File: src/rtl/video_tpg_pkg.sv
// Shared types and helpers for the video test-pattern generator.
// Timing fields are zero-extended to a common width so one window helper serves both axes.
package video_tpg_pkg;

    localparam int POS_W = 16;

    typedef struct packed {
        logic [POS_W-1:0] hs_start;
        logic [POS_W-1:0] hs_end;
        logic [POS_W-1:0] hact_start;
        logic [POS_W-1:0] hact_end;
        logic [POS_W-1:0] h_end;
        logic [POS_W-1:0] vs_start;
        logic [POS_W-1:0] vs_end;
        logic [POS_W-1:0] vact_start;
        logic [POS_W-1:0] vact_end;
        logic [POS_W-1:0] v_end;
    } tpg_timing_t;

    // Half-open [win_start, win_end); an empty or inverted window never matches.
    function automatic logic in_window(input logic [POS_W-1:0] pos,
                                       input logic [POS_W-1:0] win_start,
                                       input logic [POS_W-1:0] win_end);
        return (pos >= win_start) && (pos < win_end);
    endfunction

endpackage

File: src/rtl/tpg_raster_cnt.sv
// Horizontal/vertical raster position counters; h wraps after h_end, v advances on each h wrap.
// The >= compares keep both counters bounded if the end values shrink mid-frame.
module tpg_raster_cnt #(
    parameter int H_BITS = 12,
    parameter int V_BITS = 12
) (
    input  logic              clk,
    input  logic              rst,
    input  logic [H_BITS-1:0] h_end,
    input  logic [V_BITS-1:0] v_end,
    output logic [H_BITS-1:0] h,
    output logic [V_BITS-1:0] v
);

    logic [H_BITS-1:0] h_q, h_d;
    logic [V_BITS-1:0] v_q, v_d;

    always_comb begin
        h_d = h_q + 1'b1;
        v_d = v_q;
        if (h_q >= h_end) begin
            h_d = '0;
            if (v_q >= v_end) begin
                v_d = '0;
            end else begin
                v_d = v_q + 1'b1;
            end
        end
    end

    always_ff @(posedge clk or posedge rst) begin
        if (rst) begin
            h_q <= '0;
            v_q <= '0;
        end else begin
            h_q <= h_d;
            v_q <= v_d;
        end
    end

    assign h = h_q;
    assign v = v_q;

endmodule

File: src/rtl/video_tpg.sv
// Free-running test-pattern source: hs/vs/vld and {R,G,B} decoded from the raster position.
// One cycle from counter to registered pins; no handshake, the stream never stalls.
module video_tpg
    import video_tpg_pkg::*;
#(
    parameter int PW     = 8,
    parameter int H_BITS = 12,
    parameter int V_BITS = 12
) (
    input  logic              clk,
    input  logic              rst,
    input  logic [H_BITS-1:0] tHS_START,
    input  logic [H_BITS-1:0] tHS_END,
    input  logic [H_BITS-1:0] tHACT_START,
    input  logic [H_BITS-1:0] tHACT_END,
    input  logic [H_BITS-1:0] tH_END,
    input  logic [V_BITS-1:0] tVS_START,
    input  logic [V_BITS-1:0] tVS_END,
    input  logic [V_BITS-1:0] tVACT_START,
    input  logic [V_BITS-1:0] tVACT_END,
    input  logic [V_BITS-1:0] tV_END,
    output logic              hs,
    output logic              vs,
    output logic              vld,
    output logic [3*PW-1:0]   rgb
);

    tpg_timing_t       tim;
    logic [H_BITS-1:0] h;
    logic [V_BITS-1:0] v;
    logic [POS_W-1:0]  h_pos, v_pos;
    logic [PW-1:0]     cnt_q, cnt_d, cnt_base;
    logic              hs_q, hs_d, vs_q, vs_d, vld_q, vld_d;
    logic [3*PW-1:0]   rgb_q, rgb_d;

    assign tim = '{hs_start:   POS_W'(tHS_START),
                   hs_end:     POS_W'(tHS_END),
                   hact_start: POS_W'(tHACT_START),
                   hact_end:   POS_W'(tHACT_END),
                   h_end:      POS_W'(tH_END),
                   vs_start:   POS_W'(tVS_START),
                   vs_end:     POS_W'(tVS_END),
                   vact_start: POS_W'(tVACT_START),
                   vact_end:   POS_W'(tVACT_END),
                   v_end:      POS_W'(tV_END)};

    tpg_raster_cnt #(
        .H_BITS (H_BITS),
        .V_BITS (V_BITS)
    ) u_raster (
        .clk   (clk),
        .rst   (rst),
        .h_end (tH_END),
        .v_end (tV_END),
        .h     (h),
        .v     (v)
    );

    always_comb begin
        h_pos = POS_W'(h);
        v_pos = POS_W'(v);
        hs_d  = in_window(h_pos, tim.hs_start, tim.hs_end);
        vs_d  = in_window(v_pos, tim.vs_start, tim.vs_end);
        vld_d = in_window(h_pos, tim.hact_start, tim.hact_end) &&
                in_window(v_pos, tim.vact_start, tim.vact_end);

        // A one-pixel raster sits at the origin every clock, so it must keep counting.
        cnt_base = cnt_q;
        if ((h_pos == '0) && (v_pos == '0) && !((tim.h_end == '0) && (tim.v_end == '0))) begin
            cnt_base = '0;
        end

        cnt_d = cnt_base;
        rgb_d = '0;
        if (vld_d) begin
            cnt_d = cnt_base + 1'b1;
            rgb_d = {cnt_base, PW'(h_pos - tim.hact_start), PW'(v_pos - tim.vact_start)};
        end
    end

    always_ff @(posedge clk or posedge rst) begin
        if (rst) begin
            cnt_q <= '0;
            hs_q  <= 1'b0;
            vs_q  <= 1'b0;
            vld_q <= 1'b0;
            rgb_q <= '0;
        end else begin
            cnt_q <= cnt_d;
            hs_q  <= hs_d;
            vs_q  <= vs_d;
            vld_q <= vld_d;
            rgb_q <= rgb_d;
        end
    end

    assign hs  = hs_q;
    assign vs  = vs_q;
    assign vld = vld_q;
    assign rgb = rgb_q;

endmodule

File: config.mk
export PLATFORM = sky130hd
export DESIGN_NAME = video_tpg
export DESIGN_NICKNAME = d
export VERILOG_FILES = /design/src/rtl/video_tpg_pkg.sv /design/src/rtl/tpg_raster_cnt.sv /design/src/rtl/video_tpg.sv
export SDC_FILE = /design/constraint.sdc
export NUM_CORES = 1
export LEC_CHECK = 0
export ABC_AREA = 1
export BUFFER_PORTS_ARGS = -buffer_cell sky130_fd_sc_hd__buf_2
export CORE_MARGIN = 4
export CORE_UTILIZATION = 50
export DETAILED_ROUTE_END_ITERATION = 8
export PLACE_DENSITY = 0.8
export SETUP_SLACK_MARGIN = 0.1
export SLEW_MARGIN = 40
export SYNTH_ARGS = -nofsm -noshare
export SYNTH_HDL_FRONTEND = slang
export SYNTH_SLANG_ARGS = --single-unit
File: constraint.sdc
create_clock -name clk -period 5.2 [get_ports clk]
set_input_delay 0.52 -clock clk [delete_from_list [all_inputs] [get_ports clk]]
set_output_delay 0.52 -clock clk [all_outputs]
set_load 0.005 [all_outputs]
======== Word level (Yosys, flattened, before mapping) ========
Index checks and enable logic that the tools add are counted.
storage, ports and cells
  register bits after elaboration ......... 59
  logic and storage cells ................. 40
  input bits .............................. 122
cells by class
  reductions and logical operators ........ 13
  muxes and demuxes ....................... 5
  magnitude comparators ................... 10
  add/subtract/negate cells ............... 5
operators with widths
  operator               count
  $ge 12x12->1           6
  $lt 12x12->1           4
  $logic_not 16->1       2
  $add 12x1->12 const B  2
  $logic_not 12->1       2
  $mux 12                2
  $mux 24                1
  $mux 8                 2
  $sub 8x8->8            2
  $add 8x1->8 const B    1
  $logic_and 1x1->1      8
  $logic_not 1->1        1

======== Depth between registers and ports, before layout ========
  depth after elaboration ................. 7
  depth in mapped cells ................... 16
  depth with buffers taken out ............ 16

======== Modules after synthesis ========
A second synthesis with hierarchy kept.
unflattened totals
  cells, all modules ...................... 872
  area total of the unflattened synthesis .. 6127.1 um^2
modules (own cells, without submodules)
  module          cells each  instances  area an instance (um^2)  sequential area each (um^2)
  video_tpg       593         1          4172.8                   875.8
  tpg_raster_cnt  279         1          1954.4                   600.6

======== Least setup slack after synthesis ========
No wires, ideal clock.
  path kind ............................... in2reg
  from .................................... input port tHACT_START[0]
  to ...................................... register cnt_q[0]
  stages on the path ...................... 11
  slack ................................... 3.125 ns
  required time ........................... 5.074 ns
  arrival time ............................ 1.949 ns
  cells stage by stage .................... ha_1 inv_1 fa_1 nand3_1 nand3_1 nand2_1 nand3_2 nand3_2 nor2_8 buf_6 ha_1
between the ends
  longest elaborated chain between the ends .. 4
RTL lines
  item                  line                 text
  from (decl)           video_tpg.sv:14      input logic [H_BITS-1:0] tHACT_START,
  $ge 12x12->1          video_tpg_pkg.sv:24  return (pos >= win_start) && (pos < win_end);
  $logic_and 1x1->1     video_tpg_pkg.sv:24
  $logic_and 1x1->1     video_tpg.sv:64      vld_d = in_window(h_pos, tim.hact_start, tim.hact_end) &&
  via vld_d             video_tpg.sv:33      logic hs_q, hs_d, vs_q, vs_d, vld_q, vld_d;
  $mux 8                video_tpg.sv:75      if (vld_d) begin
  via cnt_d[0]          video_tpg.sv:32      logic [PW-1:0] cnt_q, cnt_d, cnt_base;
  to (signal assigned)  video_tpg.sv:89      cnt_q <= cnt_d;
  to (decl)             video_tpg.sv:32
The timed path passes the listed nets, and every way through them passes these cells.
A chain may end at the register's enable or synchronous reset.

======== Worst setup path after layout ========
  from .................................... register u_raster.h_q[5] (netlist: u_raster.h[5])
  to ...................................... register u_raster.v_q[5] (netlist: u_raster.v[5])
between the ends
  longest elaborated chain between the ends .. 1
RTL lines
  item                    line                  text
  from (decl)             tpg_raster_cnt.sv:15  logic [H_BITS-1:0] h_q, h_d;
  from (signal assigned)  tpg_raster_cnt.sv:33  h_q <= '0;
  from (signal assigned)  tpg_raster_cnt.sv:36  h_q <= h_d;
  $ge 12x12->1            tpg_raster_cnt.sv:21  if (h_q >= h_end) begin
  to (signal assigned)    tpg_raster_cnt.sv:37  v_q <= v_d;
  to (decl)               tpg_raster_cnt.sv:16  logic [V_BITS-1:0] v_q, v_d;
No other way between the ends.

==> flow_summary.json <==
{
  "outcome": "complete, no violations",
  "final_area_mm2": 0.00721,
  "power_switching_mw": 0.970,
  "ir_worst_vdd_mv": 0.181,
  "cp_num_buf_inv": 1,
  "synth.distinct_cells": 40,
  "cts_buffer_depth": 2,
  "antenna_found_initial": 0,
  "crit_family": "simple AND/OR/NAND/NOR gates",
  "start_util": 0.518,
  "clk_pin_slew_ns": 0.05,
  "post-route-period-util": 0.487,
  "synth_edf_count": 0,
  "worst_path_max_delay_cell": "dfrtp_1",
  "worstSetupStartpointType": "flip-flop",
  "synthesis.area_mm2": 0.00600,
  "grt_pass1_vias": 5554,
  "yosys_warnings": 0,
  "fin_nets": 1224,
  "cp.arrival_ns": 2.71,
  "sw_frac_of_total": 0.407,
  "register_area_mm2": 0.00148,
  "p_clk_frac": 0.275,
  "clock_sinks": 59,
  "r2r-end": "u_raster.v[5]",
  "first_pass_iters": 4,
  "final_common_cell": "inv_1",
  "die_x_um": 118,
  "reg2reg_slack_ns": 2.67,
  "cts.repair.resized": 0,
  "ctsHoldBuffers": 0,
  "maxCapViolCount": 0,
  "ys_ff_latch": 59,
  "drive_gt1_frac": 0.184,
  "yosys.area.top_type": "ha_1",
  "yosysSeqAreaShare": 0.246,
  "grt_max_degree": 60,
  "grt_use_total": 0.211,
  "rsz0062_at_grt": "no",
  "p_per_area_mw_per_mm2": 331,
  "cts-root-buf": "clkbuf_16",
  "syn_to_final_growth_pct": 20.2,
  "synth_area_per_cell_um2": 7.28,
  "critPathLaunch": "u_raster.h[5]",
  "instances_no_fill": 1125,
  "fillCellCount": 1059,
  "n_antenna_cell": 0,
  "cts.htree.levels": 3,
  "synth_nets": 1070,
  "grt_overflow": 0,
  "crit_type": "reg -> reg",
  "netlist_instances": 824,
  "ys.flop_type": "dfrtp_1",
  "critical_path_depth": 10,
  "post_cts_buffers": 0,
  "drt-total-wl_um": 14500,
  "end_kind": "flip-flop",
  "post_dp_cell_area_mm2": 0.00688,
  "path_cells": "ha_1 > nand2_1 > inv_1 > o21ai_1 > nand2_1 > nand2_1 > and3_1 > nand3_2 > nand3_1 > o21ai_0",
  "placedCellCount": 1110,
  "hold_path_class": "in -> async",
  "reg2reg_from": "u_raster.h[5]",
  "clk-insertion-delay-late_ns": 0.32,
  "multi_input_area_mm2": 0.00374,
  "ios": 149,
  "via_per_inst": 4.94,
  "drc": 0,
  "synth_area_leaders": "ha_1 (25%), dfrtp_1 (25%), inv_1 (12%), nand2_1 (9.4%), nor2_1 (5.1%)",
  "post-dp-hpwl_um": 11300,
  "comb_power_share": 0.436,
  "synth_top_area_frac": 0.255,
  "first_iter_violations": 246,
  "cpMostUsedCell": "nand2_1",
  "grt_pass1_wl_um": 24600,
  "die_h_um": 118,
  "portBuffers": 148,
  "crit_required_ns": 5.38,
  "timing.final.crit_period_ns": 2.53,
  "finalSetupViolCount": 0,
  "whs_ns": 0.327,
  "rows": 39,
  "slew_violations": 0,
  "post-place-ws_ns": 2.62,
  "synth-async-reset-ratio": 1.00,
  "finalHoldViolCount": 0,
  "path_max_fanout": 30,
  "pwr-share-seq": 0.289,
  "worst_pin_slew_ns": 0.618,
  "cts_tree": "built",
  "wl_per_cell_um": 12.9,
  "reg2reg_depth": 10,
  "routabilityCongestion": 0.886,
  "slew_headroom": 0.587,
  "leakagePower_nw": 4.54,
  "vias": 5552,
  "numCtsBuffers": 9,
  "final_cell_mix": "inv_1 (185), nand2_1 (150), buf_2 (148)",
  "cp_slowest_stage_delay_ns": 0.56,
  "drt.antenna.violating_nets": 0,
  "skew_ns": 0.00718,
  "die_area_mm2": 0.0138,
  "max_freq_mhz": 395,
  "final.setup.tns_ns": 0,
  "layout_setup_ws_ns": 2.67,
  "core_area_mm2": 0.0116,
  "intPower_mw": 1.41
}
==> sequential cells by signal, indices dropped and copies added (netlist names) <==
register,flops
hs,1
cnt_q,8
u_raster.h,12
vs,1
rgb,24
vld,1
u_raster.v,12
==> through the flow <==
step	utilization	power, mW
finish	0.623	2.38
global route	0.623	2.63
CTS	0.623	2.39
detailed placement	0.595	1.73
global placement	0.594	1.70
floorplan	-	1.43
==> cells by family after synthesis <==
| logic type | after synthesis | share of synthesized area |
|---|---|---|
| AO/OA/AOI/OAI | 94 | 0.0868 |
| XOR/XNOR | 23 | 0.0336 |
| adder cells (fa/ha/maj) | 124 | 0.261 |
| buffers and inverters | 200 | 0.130 |
| flip-flops | 59 | 0.246 |
| AND/OR/NAND/NOR | 324 | 0.242 |
==> layout make-up <==
| type | instances | share of cell area |
|---|---|---|
| clock buffers | 11 | 0.0351 |
| clock inverters | 4 | 0.0102 |
| inverters | 193 | 0.101 |
| multi-input cells | 565 | 0.519 |
| flip-flops and latches | 59 | 0.205 |
| well taps | 143 | 0.0248 |
| repair buffers | 150 | 0.105 |
==> routing by layer <==
metal	global-route usage	part of all wire
met5	0	0
met4	0.0454	0.014
met3	0.0375	0.064
met2	0.369	0.46
met1	0.273	0.46
==> synthesized netlist by cell type, types with 3 or more instances <==
master,n
a21o_1,4
a21oi_1,54
buf_4,3
dfrtp_1,59
ha_1,122
inv_1,186
inv_2,4
nand2_1,150
nand3_1,36
nand3_2,4
nand3b_1,4
nand4_1,19
nor2_1,81
nor3_1,12
nor4_1,5
o211ai_1,3
o21ai_0,19
o21bai_1,3
xnor2_1,5
xor2_1,18
==> tightest hold or removal path, cell delays in order <==
cell and delay (ns):
buf_2 0.10, inv_2 0.04, buf_6 0.44
==> worst max path at each step <==
stage	endpoint	slack, ns
2_1_floorplan	cnt_q[0]	3.13
3_3_place_gp	u_raster.v[5]	2.67
3_5_place_dp	u_raster.v[5]	2.62
4_1_cts	u_raster.v[5]	2.69
5_1_grt	u_raster.v[0]	2.44
6_report	u_raster.v[5]	2.67
==> power groups by stage <==
stage | Combinational [mW] | Sequential (mW) | Clock (mW)
finish | 1.04 | 0.689 | 0.656
global route | 1.24 | 0.699 | 0.683
CTS | 1.05 | 0.689 | 0.660
detailed placement | 1.04 | 0.696 | 0
global placement | 1.01 | 0.696 | 0
floorplan | 0.805 | 0.626 | 0
Note: power is estimated with default switching activity, not from simulation.
